### config.mk
export PLATFORM = sky130hd
export DESIGN_NAME = rcu_pll_seq
export DESIGN_NICKNAME = d
export VERILOG_FILES = /design/src/rtl/rcu_pll_seq.sv
export SDC_FILE = /design/constraint.sdc
export NUM_CORES = 1
export LEC_CHECK = 0
export CORE_MARGIN = 4
export CORE_UTILIZATION = 61
export CTS_CLUSTER_SIZE = 16
export DETAILED_ROUTE_END_ITERATION = 6
export PLACE_DENSITY = 0.93
export SLEW_MARGIN = 15
export SYNTH_ARGS = -nofsm -noshare
export SYNTH_HDL_FRONTEND = slang
export SYNTH_SLANG_ARGS = --single-unit
### constraint.sdc
create_clock -name clk_i -period 3.61 [get_ports clk_i]
set_input_delay 0.9025 -clock clk_i [delete_from_list [all_inputs] [get_ports clk_i]]
set_output_delay 0.9025 -clock clk_i [all_outputs]
set_load 0.01 [all_outputs]
### src/rtl/rcu_pll_seq.sv
// rcu_pll_seq: glitch-safe PLL reconfiguration sequencer (bypass, power down, reprogram, relock, switch back).
module rcu_pll_seq #(
  parameter int CFG_WIDTH    = 3,
  parameter int SETTLE_CYC   = 16,
  parameter int LOCK_STABLE  = 4,
  parameter int LOCK_TIMEOUT = 1024
) (
  input  logic                 clk_i,
  input  logic                 rst_i,
  input  logic                 req_valid_i,
  input  logic [CFG_WIDTH-1:0] req_cfg_i,
  output logic                 req_ready_o,
  input  logic                 pll_lock_i,
  output logic                 pll_en_o,
  output logic [CFG_WIDTH-1:0] core_cfg_o,
  output logic                 bypass_o,
  output logic                 busy_o,
  output logic                 done_o,
  output logic                 err_o
);
  localparam int DW = $clog2(SETTLE_CYC + 1);
  localparam int SW = $clog2(LOCK_STABLE + 1);
  localparam int TW = $clog2(LOCK_TIMEOUT + 1);
  typedef enum logic [2:0] {IDLE, BYP, PDN, CFG, PUP, SWB, DONE} state_e;
  state_e               state_q;
  logic [DW-1:0]        dcnt_q;
  logic [SW-1:0]        scnt_q;
  logic [TW-1:0]        tcnt_q;
  logic [CFG_WIDTH-1:0] cfg_q;
  logic                 running_q;
  logic                 dwell_end;
  logic                 lock_ok;
  logic                 timeout;
  assign dwell_end = dcnt_q == DW'(SETTLE_CYC - 1);
  assign lock_ok   = pll_lock_i && scnt_q == SW'(LOCK_STABLE - 1);
  assign timeout   = tcnt_q == TW'(LOCK_TIMEOUT - 1);
  always_ff @(posedge clk_i) begin
    if (rst_i) begin
      state_q     <= IDLE;
      pll_en_o    <= 1'b0;
      core_cfg_o  <= '0;
      bypass_o    <= 1'b1;
      req_ready_o <= 1'b1;
      busy_o      <= 1'b0;
      done_o      <= 1'b0;
      err_o       <= 1'b0;
      running_q   <= 1'b0;
      dcnt_q      <= '0;
      scnt_q      <= '0;
      tcnt_q      <= '0;
      cfg_q       <= '0;
    end else begin
      done_o <= 1'b0;
      case (state_q)
        IDLE: begin
          if (req_valid_i) begin
            req_ready_o <= 1'b0;
            busy_o      <= 1'b1;
            // already running locked at the requested code: nothing to reprogram
            if (running_q && pll_lock_i && req_cfg_i == core_cfg_o) begin
              state_q <= DONE;
              done_o  <= 1'b1;
            end else begin
              state_q   <= BYP;
              cfg_q     <= req_cfg_i;
              err_o     <= 1'b0;
              bypass_o  <= 1'b1;
              running_q <= 1'b0;
              dcnt_q    <= '0;
            end
          end else if (running_q && !pll_lock_i) begin
            bypass_o  <= 1'b1;
            err_o     <= 1'b1;
            running_q <= 1'b0;
          end
        end
        BYP: begin
          dcnt_q <= dwell_end ? '0 : dcnt_q + 1'b1;
          if (dwell_end) begin
            state_q  <= PDN;
            pll_en_o <= 1'b0;
          end
        end
        PDN: begin
          dcnt_q <= dwell_end ? '0 : dcnt_q + 1'b1;
          if (dwell_end) begin
            state_q    <= CFG;
            core_cfg_o <= cfg_q;
          end
        end
        CFG: begin
          state_q  <= PUP;
          pll_en_o <= 1'b1;
          tcnt_q   <= '0;
          scnt_q   <= '0;
        end
        PUP: begin
          // a stable lock beats a timeout landing on the same cycle
          if (lock_ok) begin
            state_q  <= SWB;
            bypass_o <= 1'b0;
            dcnt_q   <= '0;
          end else if (timeout) begin
            state_q   <= DONE;
            done_o    <= 1'b1;
            pll_en_o  <= 1'b0;
            err_o     <= 1'b1;
            running_q <= 1'b0;
          end else begin
            tcnt_q <= tcnt_q + 1'b1;
            scnt_q <= pll_lock_i ? scnt_q + 1'b1 : '0;
          end
        end
        SWB: begin
          dcnt_q <= dcnt_q + 1'b1;
          if (!pll_lock_i) begin
            state_q   <= DONE;
            done_o    <= 1'b1;
            bypass_o  <= 1'b1;
            err_o     <= 1'b1;
            running_q <= 1'b0;
          end else if (dwell_end) begin
            state_q   <= DONE;
            done_o    <= 1'b1;
            running_q <= 1'b1;
          end
        end
        DONE: begin
          state_q     <= IDLE;
          req_ready_o <= 1'b1;
          busy_o      <= 1'b0;
        end
        default: state_q <= IDLE;
      endcase
    end
  end
endmodule
Word level (Yosys, flattened, before mapping)
Cells that the tools add are included.
- output and inout bits: 9
- input port bits: 7
- register bits: 35
- logic and storage cells: 114
- eq/ne operators: 23
- $add $sub $neg: 3
- reductions and logical operators: 22
- bitwise operators: 1
- muxes and demuxes: 52
- operators by type and width (cell ; number):
    $mux W3 ; 11
    $mux W1 ; 24
    $mux W11 ; 2
    $pmux W11 S2 ; 1
    $mux W5 ; 4
    $pmux W5 S4 ; 1
    $ne A2 B2 Y1 const B ; 9
    $pmux W3 S6 ; 1
    $pmux W1 S3 ; 5
    $ne A3 B3 Y1 const B ; 4
    $reduce_and A6 Y1 ; 2
    $add A11 B1 Y11 const B ; 1
    $eq A11 B10 Y1 const B ; 1
    $reduce_and A5 Y1 ; 2
    $eq A3 B2 Y1 const B ; 3
    $eq A3 B3 Y1 const B ; 3
    $reduce_and A4 Y1 ; 2
    $pmux W3 S2 ; 1
    $reduce_and A3 Y1 ; 2
    $reduce_bool A3 Y1 ; 2
    $add A5 B1 Y5 const B ; 1
    $eq A5 B4 Y1 const B ; 1
    $logic_and A1 B1 Y1 ; 4
    $pmux W1 S2 ; 2
    10 further kinds ; 12

Depth between registers and ports, before layout
- depth in word-level cells: 5
- depth in mapped cells: 8
- mapped depth without buffers: 8

Worst setup path after synthesis
No wires, ideal clock.
- path kind: input to register
- start point: input port pll_lock_i
- end point: register bypass_o
- required time: 3.488 ns
- arrival time: 2.308 ns
- slack: 1.181 ns
- stages on the path: 6
- cells stage by stage: clkbuf_1 -> nand2_1 -> nor4_1 -> a221oi_1 -> and2_1 -> a221o_1
- word-level cells in the longest chain between the ends: 4
- elaborated cells on any way between the ends: 10
- those cells by class: eq/ne (4); reduce/logical (6)
- ends and longest elaborated chain (element ; RTL line ; text):
    start, declared ; 13 ; input logic pll_lock_i,
    $logic_and A1 B1 Y1 or $logic_not A1 Y1 (tied branches) ; n/a ;
    $logic_and A1 B1 Y1, on equally long branches ; 60, 71 ;
    $ne A3 B3 Y1 (no source line) ; n/a ;
    $reduce_and A5 Y1 (no source line) (*) ; n/a ;
    end signal, assigned ; 67 ; bypass_o <= 1'b1;
    end signal, assigned ; 72 ; bypass_o <= 1'b1;
    end signal, assigned ; 101 ; bypass_o <= 1'b0;
    end, declared ; 16 ; output logic bypass_o,
Every way passes the cells marked *; elsewhere a longest branch is shown, timed or not.
A chain may end at the register's enable or synchronous reset.

Final worst setup path
Same ends and word-level chain as after synthesis.

==> impl_metrics.yaml <==
timing:
  setup_viol: 0
  rsz0062_at_grt: "no"
  min_period_over_period: 0.774
  finalMaxSlewViolations: 0
  worst_pin_slew_ps: 694
  max_freq_ghz: 0.358
  hold_viol_final: 0
  setup-tns-final_ps: 0
  finalCriticalPeriod_ps: 2790
  fin_skew_ps: 9.57
  slew_headroom: 0.537
worst_setup_path:
  cp.required_ps: 3840
  r2r_start: "state_q[1]"
  critPathKind: "input port to flip-flop"
  cp-start-kind: "input port"
  r2r_cells: 5
  cp-end-kind: "flip-flop"
  crit_arrival_ps: 3020
  reg2reg_slack_ps: 1350
  crit_fanout: 9
  r2r-end: "bypass_o"
yosys:
  netlist_instances: 223
  avgSynthCellArea_um2: 8.35
  yosys_register_bits: 35
  synth_cell_types: 53
  synth_nets: 236
  async_flop_share: 0
  yosysSeqAreaShare: 0.376
  ys.flop_type: "dfxtp_1"
  netlist_area_um2: 1860
  synth_edf_count: 0
  yosys_warnings: 0
route:
  first_iter_violations: 65
  viasPerCell: 6.20
  ant_nets: 0
  first_pass_iters: 4
  drt-total-wl_mm: 3.74
  drc: 0
  post_drt_wl_per_cell_um: 14.1
  num_vias: 1648
floorplan:
  start_util: 0.659
  die_area_um2: 4000
  rows: 19
  core_area_um2: 2830
  pin_count: 16
  die_y_um: 63.3
  dieWidth_um: 63.3
final_layout:
  final_cells: 266
  design_area_um2: 2060
  multiInputGateArea_um2: 1100
  final_net_count: 249
  areaGrowthSynthToFinish_pct: 10.6
  final_core_util: 0.728
  n_antenna_cell: 0
  regArea_um2: 701
  final_layout_size_suffix_gt1_frac: 0.0553
  nFillCells: 224
clock_tree:
  htree_levels: 2
  cts_max_path_buffers: 2
  clkTransAtPathRegs_ps: 90
  cts_tree: "built"
  postCtsHoldBufs: 0
  cts_buffers: 5
  postCtsResizedCells: 0
  post_cts_buffers: 0
  clock_sinks: 35
  cts_root_buf: "clkbuf_4"
  insertion_delay_ps: 330
power_and_ir_drop:
  p_total_mw: 0.943
  p_comb_frac: 0.290
  power_density_nw_per_um2: 457
  netSwitchingFraction: 0.352
  power_leakage_nw: 0.690
  clkPwrFrac: 0.196
  p_seq_frac: 0.513
  vdd_drop_max_uv: 326
  p_int_mw: 0.611
  switchingPower_mw: 0.332
hold_path:
  whs_endpoint: "scnt_q[2]"
  worstHoldPathType: "flip-flop to flip-flop"
  min_path_cells: 2
  hp-start: "scnt_q[2]"
global_routing:
  grt_pass1_wl_mm: 6.78
  grt_pass1_vias: 1589
  antenna_found_initial: 0
  grtUsageTotal: 0.209
  overflow: 0
  grt_max_degree: 32
placement:
  dpl-instance-area_um2: 2020
  place_congestion: 0.855
  dp.cells: 260
  post-dp-hpwl_mm: 2.74
  port_buffers: 15
run:
  cap_violations: 0
run_status:
  status: "finished clean"
==> metal layers <==
| metal | share of wire | global-route usage |
|---|---|---|
| met5 | 0 | 0 |
| met4 | 0.032 | 0.129 |
| met3 | 0.073 | 0.0551 |
| met2 | 0.44 | 0.320 |
| met1 | 0.45 | 0.262 |
==> worst max-delay path: stages <==
cell and delay, ps:
clkdlybuf4s50_1 650, nand2_1 110, nor4_1 500, a221oi_1 300, and2_1 220, a221o_1 330
==> placed cells by master (no fill, tap or decap), types with 4 or more instances in the layout <==
cell type / netlist / final
nand2_1: 19 / 19
nor2_1: 31 / 31
xnor2_1: 8 / 8
nor4_1: 6 / 6
nand2b_1: 5 / 5
inv_1: 7 / 7
ha_1: 6 / 6
clkbuf_4: 0 / 5
clkdlybuf4s50_1: 0 / 15
a211oi_1: 5 / 5
dfxtp_1: 35 / 35
nand3_1: 8 / 8
a21oi_1: 12 / 12
mux2i_1: 6 / 6
o21ai_0: 6 / 6
nor3_1: 4 / 4
nand4_1: 4 / 4
==> metrics by stage <==
stage | worst slack (ps) | hold WS (ps)
finish | 817 | 457
CTS | 898 | 456
floorplan | 1180 | 418
global route | 685 | 481
detailed placement | 561 | 444
global placement | 610 | 433
==> power by group through the flow <==
stage               Sequential (mW)  Combinational [mW]  Clock [mW]
finish                        0.484               0.274       0.185
global route                  0.494               0.303       0.212
CTS                           0.482               0.272       0.192
detailed placement            0.491               0.271           0
global placement              0.492               0.265           0
floorplan                     0.463               0.224           0
==> cell type report <==
type,instances,share of cell area
Multi-Input combinational cell,171,0.532
Tap cell,31,0.0188
Clock buffer,6,0.0200
Inverter,7,0.0128
Timing Repair Buffer,16,0.0765
Sequential cell,35,0.340
==> how the worst max path moves through the flow <==
| stage | from | endpoint |
|---|---|---|
| 3_5_place_dp | pll_lock_i | bypass_o |
| 6_report | pll_lock_i | bypass_o |
| 2_1_floorplan | pll_lock_i | bypass_o |
| 3_3_place_gp | pll_lock_i | bypass_o |
| 4_1_cts | pll_lock_i | bypass_o |
| 5_1_grt | pll_lock_i | bypass_o |
==> Yosys cell counts (2+ instances only) <==
cell type | number | area [µm²]
ha_1 | 6 | 75.1
a211oi_1 | 5 | 37.5
nor2_1 | 31 | 116
xnor2_1 | 8 | 70.1
xor2_1 | 3 | 26.3
dfxtp_1 | 35 | 701
a21oi_1 | 12 | 60.1
nor4_1 | 6 | 37.5
clkbuf_1 | 7 | 26.3
nand4_1 | 4 | 25.0
nor2b_1 | 2 | 12.5
mux2i_1 | 6 | 60.1
nand3b_1 | 2 | 15.0
or2_2 | 2 | 12.5
buf_2 | 2 | 10.0
and2_1 | 2 | 12.5
nor3_1 | 4 | 20.0
nand2_1 | 19 | 71.3
nand2b_1 | 5 | 31.3
a21o_1 | 2 | 15.0
o21ai_0 | 6 | 30.0
o31ai_1 | 2 | 15.0
nor4b_1 | 2 | 17.5
a31oi_1 | 3 | 18.8
nor3b_1 | 3 | 22.5
inv_1 | 7 | 26.3
or3_1 | 3 | 18.8
a311oi_1 | 2 | 17.5
nand3_1 | 8 | 40.0
==> sequential cells by signal, summed over array words and instances, names as in the netlist <==
register,flops
state_q,3
cfg_q,3
core_cfg_o,3
tcnt_q,11
running_q,1
done_o,1
busy_o,1
pll_en_o,1
req_ready_o,1
err_o,1
dcnt_q,5
scnt_q,3
bypass_o,1
==> cells by family after synthesis <==
group	after synthesis	share of synthesized area
AOI/OAI and AO/OA	46	0.168
xor gates and xnor gates	11	0.0517
adders and majority gates	6	0.0403
buffers and inverters	17	0.0356
DFF	35	0.376
muxes	7	0.0396
and+or+nand+nor	101	0.289
Note: power is estimated with default switching activity, not from simulation.
